==> src/rtl/pipe_pkg.sv <==
// Shared definitions for the 5-stage pipeline sequencing logic.
//   REG_W       register index width (r0 reads as zero and is never a hazard)
//   FWD_*       operand-select encodings driven on fwd_a / fwd_b
//   OP_*        opcodes of the instructions that need special hazard treatment
//   slot_t      in-flight destination record kept per downstream stage
//   mem_state_e memory-wait FSM states
package pipe_pkg;

    localparam int unsigned REG_W = 3;

    localparam logic [1:0] FWD_RF  = 2'b00;
    localparam logic [1:0] FWD_EX  = 2'b01;
    localparam logic [1:0] FWD_MEM = 2'b10;
    localparam logic [1:0] FWD_WB  = 2'b11;

    localparam logic [2:0] OP_SW  = 3'b100;
    localparam logic [2:0] OP_LW  = 3'b101;
    localparam logic [2:0] OP_BEQ = 3'b110;

    typedef struct packed {
        logic             valid;
        logic             writes;
        logic             load;
        logic [REG_W-1:0] tgt;
    } slot_t;

    typedef enum logic {
        ST_IDLE = 1'b0,
        ST_WAIT = 1'b1
    } mem_state_e;

    // A slot only matters for hazards when it really writes a non-zero register.
    function automatic logic slot_live(input slot_t s);
        return s.valid && s.writes && (s.tgt != '0);
    endfunction

endpackage

==> src/rtl/mem_wait_fsm.sv <==
// Memory-wait tracker: raises the global freeze while an access is outstanding.
// Optional feature macro: HAZARD_TIMEOUT_EN (forced release after TIMEOUT halt cycles).
// Ports:
//   clk, rst_n      clock, async active-low reset
//   mem_req_i       memory stage issues an access this cycle
//   mem_ready_i     memory completes the access this cycle
//   halt_c_o        combinational freeze request
//   mem_timeout_o   sticky timeout flag (tied 0 without the feature)
module mem_wait_fsm
    import pipe_pkg::*;
#(
    parameter int unsigned TIMEOUT = 64
) (
    input  logic clk,
    input  logic rst_n,
    input  logic mem_req_i,
    input  logic mem_ready_i,
    output logic halt_c_o,
    output logic mem_timeout_o
);

    mem_state_e state_q, state_d;

    // State register
    always_ff @(posedge clk or negedge rst_n) begin
        if (!rst_n) begin
            state_q <= ST_IDLE;
        end else begin
            state_q <= state_d;
        end
    end

`ifdef HAZARD_TIMEOUT_EN
    localparam int unsigned TMO_W = $clog2(TIMEOUT + 1);

    logic [TMO_W-1:0] tmo_cnt_q, tmo_cnt_d;
    logic             tmo_q, tmo_d;

    // Wait-length counter and sticky timeout flag
    always_ff @(posedge clk or negedge rst_n) begin
        if (!rst_n) begin
            tmo_cnt_q <= '0;
            tmo_q     <= 1'b0;
        end else begin
            tmo_cnt_q <= tmo_cnt_d;
            tmo_q     <= tmo_d;
        end
    end

    // Next state / halt; the counter holds the number of halt cycles so far
    always_comb begin
        state_d   = state_q;
        tmo_cnt_d = tmo_cnt_q;
        tmo_d     = tmo_q;
        halt_c_o  = 1'b0;
        // After a timeout the memory side is considered broken: never freeze again.
        if (!tmo_q) begin
            case (state_q)
                ST_IDLE: begin
                    if (mem_req_i && !mem_ready_i) begin
                        halt_c_o  = 1'b1;
                        tmo_cnt_d = TMO_W'(1);
                        state_d   = ST_WAIT;
                    end
                end
                ST_WAIT: begin
                    if (mem_ready_i) begin
                        tmo_cnt_d = '0;
                        state_d   = ST_IDLE;
                    end else begin
                        halt_c_o  = 1'b1;
                        tmo_cnt_d = tmo_cnt_q + TMO_W'(1);
                    end
                end
                default: state_d = ST_IDLE;
            endcase
            if (halt_c_o && (tmo_cnt_d >= TMO_W'(TIMEOUT))) begin
                tmo_d     = 1'b1;
                tmo_cnt_d = '0;
                state_d   = ST_IDLE;
            end
        end
    end

    assign mem_timeout_o = tmo_q;
`else
    // Next state / halt; WAIT persists until the access completes
    always_comb begin
        state_d  = state_q;
        halt_c_o = 1'b0;
        case (state_q)
            ST_IDLE: begin
                if (mem_req_i && !mem_ready_i) begin
                    halt_c_o = 1'b1;
                    state_d  = ST_WAIT;
                end
            end
            ST_WAIT: begin
                if (mem_ready_i) begin
                    state_d = ST_IDLE;
                end else begin
                    halt_c_o = 1'b1;
                end
            end
            default: state_d = ST_IDLE;
        endcase
    end

    assign mem_timeout_o = 1'b0;

    // TIMEOUT has no effect when the forced release is not built in.
    if (TIMEOUT == 0) begin : g_timeout_unused
    end
`endif

endmodule

==> src/rtl/pipeline_hazard_ctrl.sv <==
// Central hazard/sequencing controller for the 5-stage 16-bit pipeline.
// Optional feature macro: HAZARD_TIMEOUT_EN (memory-wait forced release, see mem_wait_fsm).
// Ports:
//   clk, rst_n                  clock, async active-low reset
//   dec_*                       instruction currently held in decode
//   flush                       taken branch/jump resolved in execute
//   mem_req, mem_ready          memory-stage handshake
//   stall, bubble_ex, squash    combinational load-use / flush controls
//   halt                        combinational global freeze
//   fwd_a, fwd_b                combinational operand selects
//   stall_cnt, wait_cnt         registered saturating performance counters
//   mem_timeout                 registered sticky timeout flag
module pipeline_hazard_ctrl
    import pipe_pkg::*;
#(
    parameter int unsigned REG_W   = pipe_pkg::REG_W,
    parameter int unsigned CNT_W   = 16,
    parameter int unsigned TIMEOUT = 64
) (
    input  logic             clk,
    input  logic             rst_n,
    input  logic             dec_valid,
    input  logic [REG_W-1:0] dec_ra,
    input  logic [REG_W-1:0] dec_rb,
    input  logic             dec_uses_ra,
    input  logic             dec_uses_rb,
    input  logic [REG_W-1:0] dec_tgt,
    input  logic             dec_writes,
    input  logic             dec_is_load,
    input  logic             flush,
    input  logic             mem_req,
    input  logic             mem_ready,
    output logic             stall,
    output logic             bubble_ex,
    output logic             squash,
    output logic             halt,
    output logic [1:0]       fwd_a,
    output logic [1:0]       fwd_b,
    output logic [CNT_W-1:0] stall_cnt,
    output logic [CNT_W-1:0] wait_cnt,
    output logic             mem_timeout
);

    slot_t ex_q, mem_q, wb_q, ex_d;
    logic  halt_c, load_use_c, squash_c, stall_c;
    logic [CNT_W-1:0] stall_cnt_q, stall_cnt_d, wait_cnt_q, wait_cnt_d;

    mem_wait_fsm #(
        .TIMEOUT (TIMEOUT)
    ) u_mem_wait (
        .clk           (clk),
        .rst_n         (rst_n),
        .mem_req_i     (mem_req),
        .mem_ready_i   (mem_ready),
        .halt_c_o      (halt_c),
        .mem_timeout_o (mem_timeout)
    );

    // Youngest live producer wins; a load in EX has no data yet, so it never forwards.
    function automatic logic [1:0] fwd_sel(input logic used, input logic [REG_W-1:0] src,
                                           input slot_t ex, input slot_t mem, input slot_t wb);
        logic [1:0] sel;
        sel = FWD_RF;
        if (used && (src != '0)) begin
            if (slot_live(wb) && (wb.tgt == src))                sel = FWD_WB;
            if (slot_live(mem) && (mem.tgt == src))              sel = FWD_MEM;
            if (slot_live(ex) && !ex.load && (ex.tgt == src))    sel = FWD_EX;
        end
        return sel;
    endfunction

    // Hazard detection, flush priority and next EX contents
    always_comb begin
        load_use_c = slot_live(ex_q) && ex_q.load &&
                     ((dec_uses_ra && (dec_ra == ex_q.tgt)) ||
                      (dec_uses_rb && (dec_rb == ex_q.tgt)));
        // Flush is deferred while frozen; the producer keeps it asserted.
        squash_c   = flush && !halt_c;
        stall_c    = load_use_c && !squash_c;

        ex_d = '0;
        if (dec_valid && !stall_c && !squash_c) begin
            ex_d.valid  = 1'b1;
            ex_d.writes = dec_writes;
            ex_d.load   = dec_is_load;
            ex_d.tgt    = dec_tgt;
        end
    end

    assign stall     = stall_c;
    assign bubble_ex = stall_c;
    assign squash    = squash_c;
    assign halt      = halt_c;
    assign fwd_a     = fwd_sel(dec_uses_ra, dec_ra, ex_q, mem_q, wb_q);
    assign fwd_b     = fwd_sel(dec_uses_rb, dec_rb, ex_q, mem_q, wb_q);

    // In-flight destination tracking; everything holds while frozen
    always_ff @(posedge clk or negedge rst_n) begin
        if (!rst_n) begin
            ex_q  <= '0;
            mem_q <= '0;
            wb_q  <= '0;
        end else if (!halt_c) begin
            ex_q  <= ex_d;
            mem_q <= ex_q;
            wb_q  <= mem_q;
        end
    end

    // Saturating performance counters
    always_comb begin
        stall_cnt_d = stall_cnt_q;
        wait_cnt_d  = wait_cnt_q;
        if (stall_c && (stall_cnt_q != '1)) stall_cnt_d = stall_cnt_q + CNT_W'(1);
        if (halt_c && (wait_cnt_q != '1))   wait_cnt_d  = wait_cnt_q + CNT_W'(1);
    end

    always_ff @(posedge clk or negedge rst_n) begin
        if (!rst_n) begin
            stall_cnt_q <= '0;
            wait_cnt_q  <= '0;
        end else begin
            stall_cnt_q <= stall_cnt_d;
            wait_cnt_q  <= wait_cnt_d;
        end
    end

    assign stall_cnt = stall_cnt_q;
    assign wait_cnt  = wait_cnt_q;

endmodule
==> config.mk <==
export PLATFORM = sky130hd
export DESIGN_NAME = pipeline_hazard_ctrl
export DESIGN_NICKNAME = d
export VERILOG_FILES = /design/src/rtl/pipe_pkg.sv /design/src/rtl/mem_wait_fsm.sv /design/src/rtl/pipeline_hazard_ctrl.sv
export SDC_FILE = /design/constraint.sdc
export NUM_CORES = 1
export LEC_CHECK = 0
export ABC_AREA = 1
export ABC_CLOCK_PERIOD_IN_PS = 1500
export CELL_PAD_IN_SITES_DETAIL_PLACEMENT = 0
export CELL_PAD_IN_SITES_GLOBAL_PLACEMENT = 1
export CORE_AREA = 4 4 102 104
export CTS_CLUSTER_SIZE = 16
export DETAILED_ROUTE_END_ITERATION = 6
export DIE_AREA = 0 0 106 108
export PLACE_DENSITY_LB_ADDON = 0.1
export SLEW_MARGIN = 25
export SYNTH_ARGS = -nofsm -noshare
export SYNTH_HDL_FRONTEND = slang
export SYNTH_SLANG_ARGS = --single-unit
==> constraint.sdc <==
create_clock -name clk -period 1.5 [get_ports clk]
set_clock_uncertainty 0.05 [all_clocks]
set_input_delay 0.225 -clock clk [delete_from_list [all_inputs] [get_ports clk]]
set_output_delay 0.225 -clock clk [all_outputs]
set_load 0.005 [all_outputs]
# Word-level counts from Yosys, hierarchy flattened
# Cells that the tools add are included.
[totals]
elab_cells = 75
inputBits = 19
output_inout_bits = 41
register_bits = 49
[op_classes]
n_eq_ne = 10
n_reduce_logical = 37
add_sub_neg = 2
mux = 12
bitwise = 1
[ops]
columns = ["op", "count"]
rows = [
  ["adder 16 x 1 -> 16 bit, second input constant", 2],
  ["inequality test 16 bit, second input constant", 2],
  ["logical AND 1 bit", 26],
  ["equality test 3 bit", 8],
  ["2-to-1 mux 2 bit", 8],
  ["nonzero test 3 bit", 5],
  ["2-to-1 mux 6 bit", 1],
  ["zero test 1 bit", 5],
  ["2-to-1 mux 1 bit", 2],
  ["one-hot mux 1 bit (2 select lines)", 1],
  ["logical OR 1 bit", 1],
  ["inverter 1 bit", 1],
]

# Longest topological paths before layout
[depth]
word_depth = 12
mapped_depth = 9
ltp_nobuf = 9

# Cells and area by module
# From an unflattened synthesis, not the netlist that was laid out.
[hier_totals]
hier_cells = 423
hier_area_um2 = 3049.2
[modules_own_cells]
columns = ["module", "cells_each", "area_each_um2", "seq_area_each_um2", "instances"]
rows = [
  ["pipeline_hazard_ctrl", 418, 3005.4, 1201.2, 1],
  ["mem_wait_fsm", 5, 43.8, 25.0, 1],
]

# Worst setup path after synthesis
# OpenSTA, ideal clock, no wires.
[synth_path]
kind = "register to register"
start = "register stall_cnt_q[0], in the netlist stall_cnt[0]"
end = "register stall_cnt_q[2], in the netlist stall_cnt[2]"
required_time_ns = 1.333
setup_time_ns = 0.117
period_less_slack_ns = 1.577
arrival_ns = 1.410
path_stages_with_launch = 9
slack_ns = -0.077
path_buffers = 1
path_cell_list = "dfrtp_1 > ha_1 > nand3_1 > clkinv_1 > nand4_4 > nand3_4 > buf_6 > nand2_1 > nand2_1"
[synth_via]
elab_chain_len = 2
elab_cells_between_ends = 3
classes_between = "1 x add/sub; 1 x eq/ne; 1 x reduce/logical"
[synth_lines]
columns = ["element", "line", "rtl"]
rows = [
  ["start, declared", "pipeline_hazard_ctrl.sv:46", "logic [CNT_W-1:0] stall_cnt_q, stall_cnt_d, wait_cnt_q, wait_cnt_d;"],
  ["start signal, assigned", "pipeline_hazard_ctrl.sv:123", "stall_cnt_q <= stall_cnt_d;"],
  ["parallel branches: the longest is 2 deep, another holds adder 16 x 1 -> 16 bit", "--", ""],
]
# Parallel ways; which one is timed is not known.
# A chain may end at the register's enable or synchronous reset.

# Worst setup path after layout
[layout_path]
start = "register wb_q[2] in the netlist's numbering"
end = "output fwd_a[1]"
[layout_via]
elab_chain_len = 7
elab_cells_between_ends = 8
classes_between = "1 x eq/ne; 4 x mux; 3 x reduce/logical"
[layout_lines]
columns = ["element", "line", "rtl"]
rows = [
  ["start, declared", "pipeline_hazard_ctrl.sv:44", "slot_t ex_q, mem_q, wb_q, ex_d;"],
  ["start signal, assigned", "pipeline_hazard_ctrl.sv:106", "wb_q <= mem_q;"],
  ["nonzero test 3 bit", "pipe_pkg.sv:34", "return s.valid && s.writes && (s.tgt != '0);"],
  ["logical AND 1 bit", "pipe_pkg.sv:34", ""],
  ["logical AND 1 bit (*)", "pipeline_hazard_ctrl.sv:65", "if (slot_live(wb) && (wb.tgt == src)) sel = FWD_WB;"],
  ["2-to-1 mux 2 bit (*)", "pipeline_hazard_ctrl.sv:65", ""],
  ["2-to-1 mux 2 bit (*)", "pipeline_hazard_ctrl.sv:66", "if (slot_live(mem) && (mem.tgt == src)) sel = FWD_MEM;"],
  ["2-to-1 mux 2 bit (*)", "pipeline_hazard_ctrl.sv:67", "if (slot_live(ex) && !ex.load && (ex.tgt == src)) sel = FWD_EX;"],
  ["2-to-1 mux 2 bit (*)", "pipeline_hazard_ctrl.sv:64", "if (used && (src != '0)) begin"],
  ["end, declared", "pipeline_hazard_ctrl.sv:37", "output logic [1:0] fwd_a,"],
]
# Mark *: on every way between the ends. The rest lies on a longest branch, timed or not.

==> metrics.txt <==
status=finished with violations; failing checks=setup timing; Top FF cell, synth=dfrtp_1; antenna cells=0; worst setup path startpoint=wb_q[2]; Final ANT Viol Nets=0; Synth area leader=dfrtp_1; final hold vios=0; Yosys top cell area share=roughly two fifths; fin. max-slew vios=0; Most Used Layer, Global Route=met2; clk_lat worst skew=~310 ps; GP Congestion=~0.86; TritonCTS Buffers=5; CP arrival=roughly 1600 ps; Vias=3,320; Reg clk slew, reported paths=~100 ps; CTS Buffer Depth=2; Area after DPL=0.00436 sq mm; Root Driver=clkbuf_8; Post-Syn Instances=426; Iter 0 DRT Violations=approximately 100; largest net degree at the start of global routing=50; final setup vio count=23; peak supply drop=0.373 mV; leakage power=about 2.6 nW; Setup CP Type=register to output port; FF-to-FF setup slack=-100 ps; PortBufs=a little under 60; io pins=60; vias per cell=around 4.6; met3 usage=under 10%; Async SR Flop Fraction=100%; total negative slack=-2770 ps; warnings from Yosys=0; total track usage=17.1%; layout cells sized above 1=a little under two fifths; HPWL Detailed=~6.7 mm; H-tree depth=2; Worst Setup Start Kind=register; number of global-route vias before repair=between 3,000 and 4,000; Die Height=roughly 110 microns; per-cell routed wire length=around 14 microns; Data required, critical path=about 1200 ps; crit end category=output port; power consumption=around 3.6 mW; full die area=roughly 0.011 sq mm; # rows=36; Reg2Reg Depth=7; cell types occupying the most area after synthesis=dfrtp_1 (40%), nand2_1 (20%), nand4_1 (5.3%); grt total ovfl=0; final hold slack=~370 ps; Area Overhead vs Synth=67.9%; Final nets=614; worst slack at placement=-700 ps; crit path max fanout=2; Placed Cells=681; post-synth net total=about 450; chip width=between 100 and 150 microns; met1 usage=22.1%; post-route worst setup slack=-322 ps; initial antenna violation count=0; CTS tree=done; WL final=9.86 mm; register area share after synthesis=roughly 40%; Worst Setup EP=fwd_a[1]; syn_area_per_cell=~7.2 sq um; M2 GR Usage=between 30% and 40%; r2r startpoint=ex_q[0]; first-pass GRT wire length=15.9 mm; CTS Sinks=just under 50; FF+latch count, synth=~50; post-synthesis cell type count=34; number of flops mapped to enable cells by yosys=0; Reg-to-Reg End=stall_cnt[13]; final non-filler cell total=727; Max Clk Rate=~550 MHz; mapped cell area=between 0.003 and 0.004 sq mm; Final min period=1820 ps; Power Density=703 mW/mm^2; core area=~0.0095 sq mm; DR pass1 iterations=4; Finished Core Util=between 50% and 60%; maxcap violations=0; final design area excluding fillers=a little over 0.005 sq mm; Worst Hold Class=input pin to asynchronous set/reset pin; RSZ-0062 raised after global routing=yes; post-route clock period utilization=121%; Initial Util=between 30% and 40%; final routed DRC violation total=0
synth_stat cells, types with 2 or more instances:
| cell type | instances |
|---|---|
| a21oi_1 | 4 |
| a31oi_1 | 2 |
| and2_1 | 2 |
| buf_4 | 5 |
| buf_6 | 2 |
| clkbuf_1 | 2 |
| dfrtp_1 | 49 |
| ha_1 | 2 |
| inv_1 | 38 |
| inv_2 | 2 |
| nand2_1 | 161 |
| nand2_2 | 2 |
| nand3_1 | 25 |
| nand4_1 | 26 |
| nor2_1 | 34 |
| nor2_2 | 3 |
| nor2_4 | 2 |
| nor3_1 | 7 |
| o21ai_0 | 16 |
| o21ai_1 | 2 |
| xnor2_1 | 16 |
| xor2_1 | 12 |
metal layers:
| layer | share of wire [%] | up-vias |
|---|---|---|
| li1 | - | 1705 |
| met3 | 3.1 | 15 |
| met5 | 0 | - |
| met1 | 46 | 1541 |
| met2 | 49 | 59 |
| met4 | 1.5 | 0 |
report_power, final:
group / switching [mW] / internal (mW) / leakage [nW]
registers: 0.109 / 1.44 / 0.658
logic: 0.523 / 0.584 / 1.89
clock network: 0.481 / 0.502 / 0.0554
total: 1.11 / 2.52 / 2.61
cell families (layout without fill, tap and decap cells):
kind of cell | count (synthesis) | in the layout | share of synthesized area (%)
simple gates | 270 | 271 | 39.7
buf+inv | 51 | 218 | 7.36
flops | 49 | 49 | 39.9
fa+ha+maj | 2 | 2 | 0.813
other cells | 1 | 1 | 0.122
compound gates | 25 | 25 | 4.23
xor+xnor | 28 | 28 | 7.97
flip-flops by register name (all words and copies together) (netlist names):
signal / flops
wb_q: 5
u_mem_wait.state_q: 1
wait_cnt: 16
ex_q: 6
mem_q: 5
stall_cnt: 16
worst min path at each step:
stage                      from  cells after the start  slack, ps     endpoint
after global placement    rst_n                      2        190  wait_cnt[7]
final                     rst_n                      3        370  wait_cnt[5]
after CTS                 rst_n                      3        370  wait_cnt[5]
after floorplan           rst_n                      0       -120      ex_q[0]
after global routing      rst_n                      3        390  wait_cnt[5]
after detailed placement  rst_n                      2        190  wait_cnt[5]
cells in the final DEF, fill, tap and decap left out, types with 8 or more instances in the layout:
cell             netlist  final
nand3_2                1      8
xor2_1                12     11
xnor2_1               16     10
nand2_2                2     33
nor2_2                 3      8
clkdlybuf4s50_1        0     11
buf_4                  5     86
dfrtp_1               49     45
dlygate4sd2_1          0     36
o21ai_0               16     10
nand2_1              161    126
nand3_1               25     17
nand4_1               26     26
nor2_1                34     24
inv_1                 38     33
buf_6                  2     19
final cells by class:
cell class	instances	area, sq um
Timing Repair inverter	2	20.0
Tap cell	133	166
Clock inverter	2	38.8
Inverter	41	168
Multi-Input combinational cell	327	1980
Timing Repair Buffer	167	1490
Fill cell	964	4380
Clock buffer	6	72.6
Sequential cell	49	1230
critical path: stages, from the launching register on:
cell	delay (ps)
dfrtp_1	370
inv_1	80
a21oi_4	190
nand4_1	150
buf_4	170
a21oi_2	150
buf_2	130
repair_timing:
item                       CTS  global route
gates cloned                 1             3
pin swaps                   27            25
resized for setup          115            80
hold buffers                 1             0
buffers inserted            22            14
hold endpoints to repair    49             0
setup endpoints to repair   62            47
(Power assumes the default switching activity.)
